$ cat config.mk
export PLATFORM = sky130hd
export DESIGN_NAME = tx_shift
export DESIGN_NICKNAME = d
export VERILOG_FILES = /design/src/rtl/uart_pkg.sv /design/src/rtl/tx_shift.sv
export SDC_FILE = /design/constraint.sdc
export NUM_CORES = 1
export LEC_CHECK = 0
export CAP_MARGIN = 15
export CORE_ASPECT_RATIO = 0.7
export CORE_MARGIN = 2
export CORE_UTILIZATION = 40
export DETAILED_ROUTE_END_ITERATION = 8
export MAX_ROUTING_LAYER = met4
export SETUP_SLACK_MARGIN = 0.1
export SLEW_MARGIN = 20
export SYNTH_ARGS = -nofsm -noshare
export SYNTH_HDL_FRONTEND = slang
export SYNTH_SLANG_ARGS = --single-unit
$ cat constraint.sdc
create_clock -name clk -period 10.5 [get_ports clk]
set_clock_uncertainty 0.1 [all_clocks]
set_input_delay 2.1 -clock clk [delete_from_list [all_inputs] [get_ports clk]]
set_output_delay 2.1 -clock clk [all_outputs]
set_load 0.01 [all_outputs]
$ cat src/rtl/uart_pkg.sv
// Shared definitions for the UART block serializers (rx_shift / tx_shift).
// Holds the common FSM state encodings, the byte width and the default
// number of bytes per block.
package uart_pkg;

    localparam int BYTE_W        = 8;
    localparam int DEF_NUM_BYTES = 16;
    localparam int ST_W          = 3;

    localparam logic [ST_W-1:0] ST_IDLE  = 3'd0;
    localparam logic [ST_W-1:0] ST_START = 3'd1;
    localparam logic [ST_W-1:0] ST_WAIT  = 3'd2;
    localparam logic [ST_W-1:0] ST_GAP   = 3'd3;
    localparam logic [ST_W-1:0] ST_DONE  = 3'd4;

endpackage

$ cat src/rtl/tx_shift.sv
// tx_shift: serializes one block from tx_buffer into bytes for the UART
// transmitter, most significant byte first, using a start/done handshake.
//
// Ports:
//   clk        in   system clock, all state on rising edge
//   reset      in   asynchronous active-high reset
//   din        in   block from tx_buffer, captured on an accepted load
//   load       in   request to send din, honoured only while ready=1
//   ready      out  high while idle
//   tx_start   out  one-cycle pulse: UART should send dout
//   dout       out  current byte, held from tx_start until its tx_done
//   tx_done    in   one-cycle pulse: UART finished the current byte
//   block_done out  one-cycle pulse after the last byte's tx_done
//
// state | meaning
// IDLE  | waiting for load; ready=1
// START | tx_start pulse for the byte in dout
// WAIT  | byte on the line, waiting for tx_done
// GAP   | idle spacing before the next byte
// DONE  | block_done pulse, then back to IDLE
module tx_shift
    import uart_pkg::*;
#(
    parameter int NUM_BYTES  = DEF_NUM_BYTES,
    parameter int GAP_CYCLES = 0
) (
    input  logic                        clk,
    input  logic                        reset,
    input  logic [BYTE_W*NUM_BYTES-1:0] din,
    input  logic                        load,
    output logic                        ready,
    output logic                        tx_start,
    output logic [BYTE_W-1:0]           dout,
    input  logic                        tx_done,
    output logic                        block_done
);

    localparam int BLK_W = BYTE_W * NUM_BYTES;
    localparam int CTR_W = (NUM_BYTES > 1) ? $clog2(NUM_BYTES) : 1;
    localparam int GAP_W = (GAP_CYCLES > 1) ? $clog2(GAP_CYCLES) : 1;

    localparam logic [CTR_W-1:0] LAST_BYTE = CTR_W'(NUM_BYTES - 1);
    // The gap counter is a down-counter; reaching zero ends the gap, so it
    // is loaded with one less than the number of idle clocks.
    localparam logic [GAP_W-1:0] GAP_LOAD  = GAP_W'((GAP_CYCLES > 0) ? GAP_CYCLES - 1 : 0);

    logic [ST_W-1:0]  state;
    logic [BLK_W-1:0] shift_reg;
    logic [CTR_W-1:0] ctr;
    logic [GAP_W-1:0] gap_ctr;

    assign ready = (state == ST_IDLE);

    always_ff @(posedge clk or posedge reset) begin
        if (reset) begin
            state      <= ST_IDLE;
            shift_reg  <= '0;
            ctr        <= '0;
            gap_ctr    <= '0;
            dout       <= '0;
            tx_start   <= 1'b0;
            block_done <= 1'b0;
        end else begin
            tx_start   <= 1'b0;
            block_done <= 1'b0;
            case (state)
                ST_IDLE: begin
                    if (load) begin
                        shift_reg <= din;
                        ctr       <= '0;
                        dout      <= din[BLK_W-1 -: BYTE_W];
                        tx_start  <= 1'b1;
                        state     <= ST_START;
                    end
                end
                ST_START: begin
                    state <= ST_WAIT;
                end
                ST_WAIT: begin
                    if (tx_done) begin
                        if (ctr == LAST_BYTE) begin
                            block_done <= 1'b1;
                            state      <= ST_DONE;
                        end else begin
                            shift_reg <= {shift_reg[BLK_W-BYTE_W-1:0], {BYTE_W{1'b0}}};
                            ctr       <= ctr + 1'b1;
                            if (GAP_CYCLES > 0) begin
                                gap_ctr <= GAP_LOAD;
                                state   <= ST_GAP;
                            end else begin
                                // Next byte sits just below the current top byte.
                                dout     <= shift_reg[BLK_W-BYTE_W-1 -: BYTE_W];
                                tx_start <= 1'b1;
                                state    <= ST_START;
                            end
                        end
                    end
                end
                ST_GAP: begin
                    if (gap_ctr == '0) begin
                        // Shift already happened on tx_done; top byte is next.
                        dout     <= shift_reg[BLK_W-1 -: BYTE_W];
                        tx_start <= 1'b1;
                        state    <= ST_START;
                    end else begin
                        gap_ctr <= gap_ctr - 1'b1;
                    end
                end
                ST_DONE: begin
                    state <= ST_IDLE;
                end
                default: begin
                    state <= ST_IDLE;
                end
            endcase
        end
    end

endmodule

After elaboration in Yosys (flattened, before gate mapping)

Index checks and enable logic that the tools add are counted.

Reductions and logical operators: 6
Eq/ne operators: 8
Multiplexer cells: 27
Add/sub/neg operators: 2

Operator list:

| cell                                                                  | count |
|---|---|
| 128-bit two-way mux                                                   | 3 |
| 128-bit one-hot mux with 2 select lines                               | 1 |
| 8-bit two-way mux                                                     | 4 |
| 8-bit one-hot mux with 3 select lines                                 | 1 |
| 3-bit two-way mux                                                     | 4 |
| 4-bit two-way mux                                                     | 3 |
| 3-bit one-hot mux with 4 select lines                                 | 1 |
| 1-bit two-way mux                                                     | 8 |
| 2-bit != test, second input constant                                  | 4 |
| 4-bit one-hot mux with 2 select lines                                 | 1 |
| 3-bit by 2-bit equality test with 1-bit output, second input constant | 2 |
| 5-bit AND reduction                                                   | 1 |
| 4-bit by 1-bit adder with 4-bit output, second input constant         | 1 |
| 4-bit equality test, second input constant                            | 1 |
| 4-bit AND reduction                                                   | 1 |
| 3-bit by 1-bit equality test with 1-bit output, second input constant | 1 |
| 3-bit zero test                                                       | 1 |
| 1-bit one-hot mux with 3 select lines                                 | 1 |
| 3-bit AND reduction                                                   | 1 |
| 3-bit nonzero test                                                    | 1 |
| 2-bit nonzero test                                                    | 1 |
| 1-bit subtractor, second input constant                               | 1 |

Register bits after elaboration: 146
Word-level logic and storage cells: 50
Input bits: 132
Output and inout bits: 11

Logic depth before layout (Yosys ltp)

Depth after elaboration: 4
Gate-level depth with buffers: 7
Depth with buffers taken out: 4

Least setup slack after synthesis

OpenSTA, ideal clock, no wires.

Kind: input to register
From: input port load
To: register shift_reg[100]
Arrival time: 3.389 ns
Path slack: 6.886 ns
Data required time: 10.275 ns
Stages on the path: 6
Path buffers: 3
Setup time: 0.125 ns
Cell sequence: or4b_4 buf_6 o21ai_4 buf_12 buf_12 mux2_4

Word-level cells in the longest chain between the ends: 2

RTL lines:

| what                          | RTL line       | source |
|---|---|---|
| start: declaration            | tx_shift.sv:30 | `input logic load,` |
| 2-bit != test (no line)       | n/a            |  |
| 4-bit AND reduction (no line) | n/a            |  |
| end signal: assignment        | tx_shift.sv:69 | `shift_reg <= din;` |
| end signal: assignment        | tx_shift.sv:85 | `shift_reg <= {shift_reg[BLK_W-BYTE_W-1:0], {BYTE_W{1'b0}}};` |
| end: declaration              | tx_shift.sv:48 | `logic [BLK_W-1:0] shift_reg;` |

No other way between the ends.
A chain may end at the register's enable or synchronous reset.

Final worst setup path

From: register state[1]
To: output port ready

Word-level cells in the longest chain between the ends: 1

RTL lines:

| what                     | RTL line       | source |
|---|---|---|
| start: declaration       | tx_shift.sv:47 | `logic [ST_W-1:0] state;` |
| start signal: assignment | tx_shift.sv:56 | `state <= ST_IDLE;` |
| start signal: assignment | tx_shift.sv:73 | `state <= ST_START;` |
| start signal: assignment | tx_shift.sv:77 | `state <= ST_WAIT;` |
| 3-bit zero test          | tx_shift.sv:52 | `assign ready = (state == ST_IDLE);` |
| end: declaration         | tx_shift.sv:31 | `output logic ready,` |

No other way between the ends.

==> qor.txt <==
outcome: finished clean
Leak: 0.00414 uW
IO Count: 143
Reg clk slew, reported paths: 0.06 ns
met2 Use GR: 24.5%
Post-layout nets: 771
final number of max-transition violations: 0
PwrDens: 302 nW/um^2
met3 Resource Use GR: 5.99%
Die Span Y: 121 um
max reg flops: 128
cts hold-fix bufs: 0
post-place setup slack: 5.10 ns
Pre-antenna DRT Iters: 4
DR WL/cell: 18.4 um
die width: 171 um
Post-CTS Resized: 0
Final WS setup: 5.32 ns
CTS H-tree depth: 4
Max Cap Viol: 0
critical path's largest stage delay: 1.04 ns
FF/Latch Area: 3630 sq um
global-route wire length before repair: 26900 um
Filler cells: 1570
Yosys warnings: 0
Synth Net Count: 643
slowest library cell on the worst path: dfrtp_4
global-route usage over all layers: 17.4%
initial core utilization: 41.0%
Detailed Route WL: 16800 um
DRC errors left: 0
Clock Tree Root: clkbuf_16
Most Crowded Layer GR: met2
total negative slack: 0 ns
Setup CP Type: reg -> out
Die ar.: 20600 sq um
Avg Cell Area, Syn: 15.2 sq um
Peak Freq: 193 MHz
final hold viol count: 0
delay-heaviest family, CP: buffers and inverters
GR Util met1: 24.4%
vias per cell: 5.03
CP Data Required Time: 8.30 ns
Critical Path Fanout Max: 75
vias in the first global route: 4955
Post-Synthesis Cells: 510
clk buf depth: 2
core area: 19000 sq um
Sink Count: 145
# rows: 42
Buf/Inv on CP: 2
number of synthesized register bits: 145
Slew headroom: 29.5%
Seq/Total Area, Yosys: 46.7%
Remaining Overflow, GRT: 0
GP Congestion: 0.778
RSZ-0062 raised after global routing: false
Setup crit end kind: primary output
First DRT Iteration DRCs: 272
Multi-input gate area: 3810 sq um
total number of vias: 4597
post-route ant nets: 0
initial antenna violation count: 0
clock buffer count from CTS: 17
Arr. time, crit path: 2.98 ns
pin count of the biggest net entering global routing: 81
layout cells sized above 1: 43.6%
Worst Tran Pin Value: 1.06 ns
P&R area growth vs syn: 26.2%
crit path cell chain: buf_4 > nor3_1 > clkdlybuf4s50_1
clk_lat worst skew: 0.41 ns
final period utilization: 49.3%
Post-Synthesis Cell Area: 7780 sq um
worst hold path type: reg -> reg
CP startpoint kind: flop
Worst IR Drop VDD: 0.102 mV
fin crit period: 5.18 ns
Setup Buffers After CTS: 0
port bufs: 142
Cell variety after synth: 36
dpl hpwl: 11000 um
Final Setup Violations: 0
CTS tree: built
## placed cells by master (no fill, tap or decap), types with 3 or more instances in the layout
cell / instances
clkbuf_16: 17
mux2i_1: 8
a22o_1: 8
bufinv_16: 3
clkinv_2: 4
a21oi_1: 5
o211ai_1: 9
clkbuf_1: 5
dfrtp_1: 144
a2bb2oi_1: 8
clkdlybuf4s50_1: 142
a221o_1: 3
nand4bb_1: 3
mux2_4: 100
mux2_2: 148
nor2_1: 4
or4bb_1: 6
buf_4: 4
## metrics by stage
| step | cells | util [%] | hold slack, ns | area, sq um | power, uW |
|---|---|---|---|---|---|
| 2_1_floorplan | 510 | - | 0.360 | 7780 | 2160 |
| 4_1_cts | 913 | 51.7 | 0.401 | 9800 | 2990 |
| 5_1_grt | 913 | 51.7 | 0.412 | 9810 | 3140 |
| 3_3_place_gp | 883 | 48.7 | 0.380 | 9230 | 2330 |
| 6_report | 914 | 51.7 | 0.398 | 9820 | 2960 |
| 3_5_place_dp | 883 | 48.7 | 0.376 | 9230 | 2370 |
## per-layer routing
layer | wire length (um) | up-vias | share of wire [%]
met4 | 84 | 0 | 0.50
met5 | 0 | - | 0
met1 | 8260 | 2325 | 49
met3 | 1110 | 11 | 6.6
li1 | - | 2148 | -
met2 | 7370 | 113 | 44
## synthesized netlist by cell type
cell,n,share of area [%]
mux2_2,148,21
dfrtp_1,145,47
mux2_4,100,19
clkbuf_1,21,1.0
buf_12,11,2.8
o211ai_1,9,0.87
a22o_1,8,0.90
a2bb2oi_1,8,0.90
mux2i_1,8,1.0
or4bb_1,6,0.87
a21oi_1,5,0.32
nor2_1,4,0.19
a221o_1,3,0.39
nand4bb_1,3,0.43
and3_1,2,0.16
buf_2,2,0.13
buf_4,2,0.19
buf_6,2,0.29
inv_1,2,0.097
nand2_1,2,0.097
nand3_1,2,0.13
nor3_1,2,0.13
o21ai_0,2,0.13
a211o_1,1,0.11
and2_1,1,0.081
ha_1,1,0.16
nand2b_1,1,0.081
nand4_1,1,0.081
nor2b_1,1,0.081
nor3b_1,1,0.097
nor4_1,1,0.081
nor4b_1,1,0.11
nor4bb_1,1,0.13
o21ai_4,1,0.21
o31ai_1,1,0.097
or4b_4,1,0.18
## power by group
group / switching, uW / internal (uW) / total (uW)
Clock: 224 / 376 / 599
Combinational: 412 / 873 / 1290
Sequential: 232 / 846 / 1080
## layout make-up
type | count | share of cell area [%]
Clock buffer | 23 | 4.66
Tap cell | 264 | 3.36
Inverter | 2 | 0.127
Antenna cell | 1 | 0.0255
Multi-Input combinational cell | 325 | 38.8
Clock inverter | 7 | 1.12
Sequential cell | 145 | 37.0
Timing Repair Buffer | 147 | 14.9
## kinds of logic after synthesis
family | Yosys count | share of synthesized area (%)
adder cells (fa/ha/maj) | 1 | 0.161
multiplexers | 256 | 41.8
AND/OR/NAND/NOR | 30 | 2.93
buffers and inverters | 40 | 4.55
flip-flops | 145 | 46.7
AO/OA/AOI/OAI | 38 | 3.93
## final timing paths
kind                         startpoint       endpoint  slack, ns  cells after the start
max                            state[1]          ready       5.32                      3
min                        shift_reg[0]   shift_reg[0]       0.40                      1
max reg2reg                    state[1]  shift_reg[11]       5.65                      5
min reg2reg                shift_reg[0]   shift_reg[0]       0.40                      1
max in group asynchronous         reset  shift_reg[78]       7.10                      3
min in group asynchronous         reset  shift_reg[77]       2.03                      2
Power figures use the tool's default switching activity.
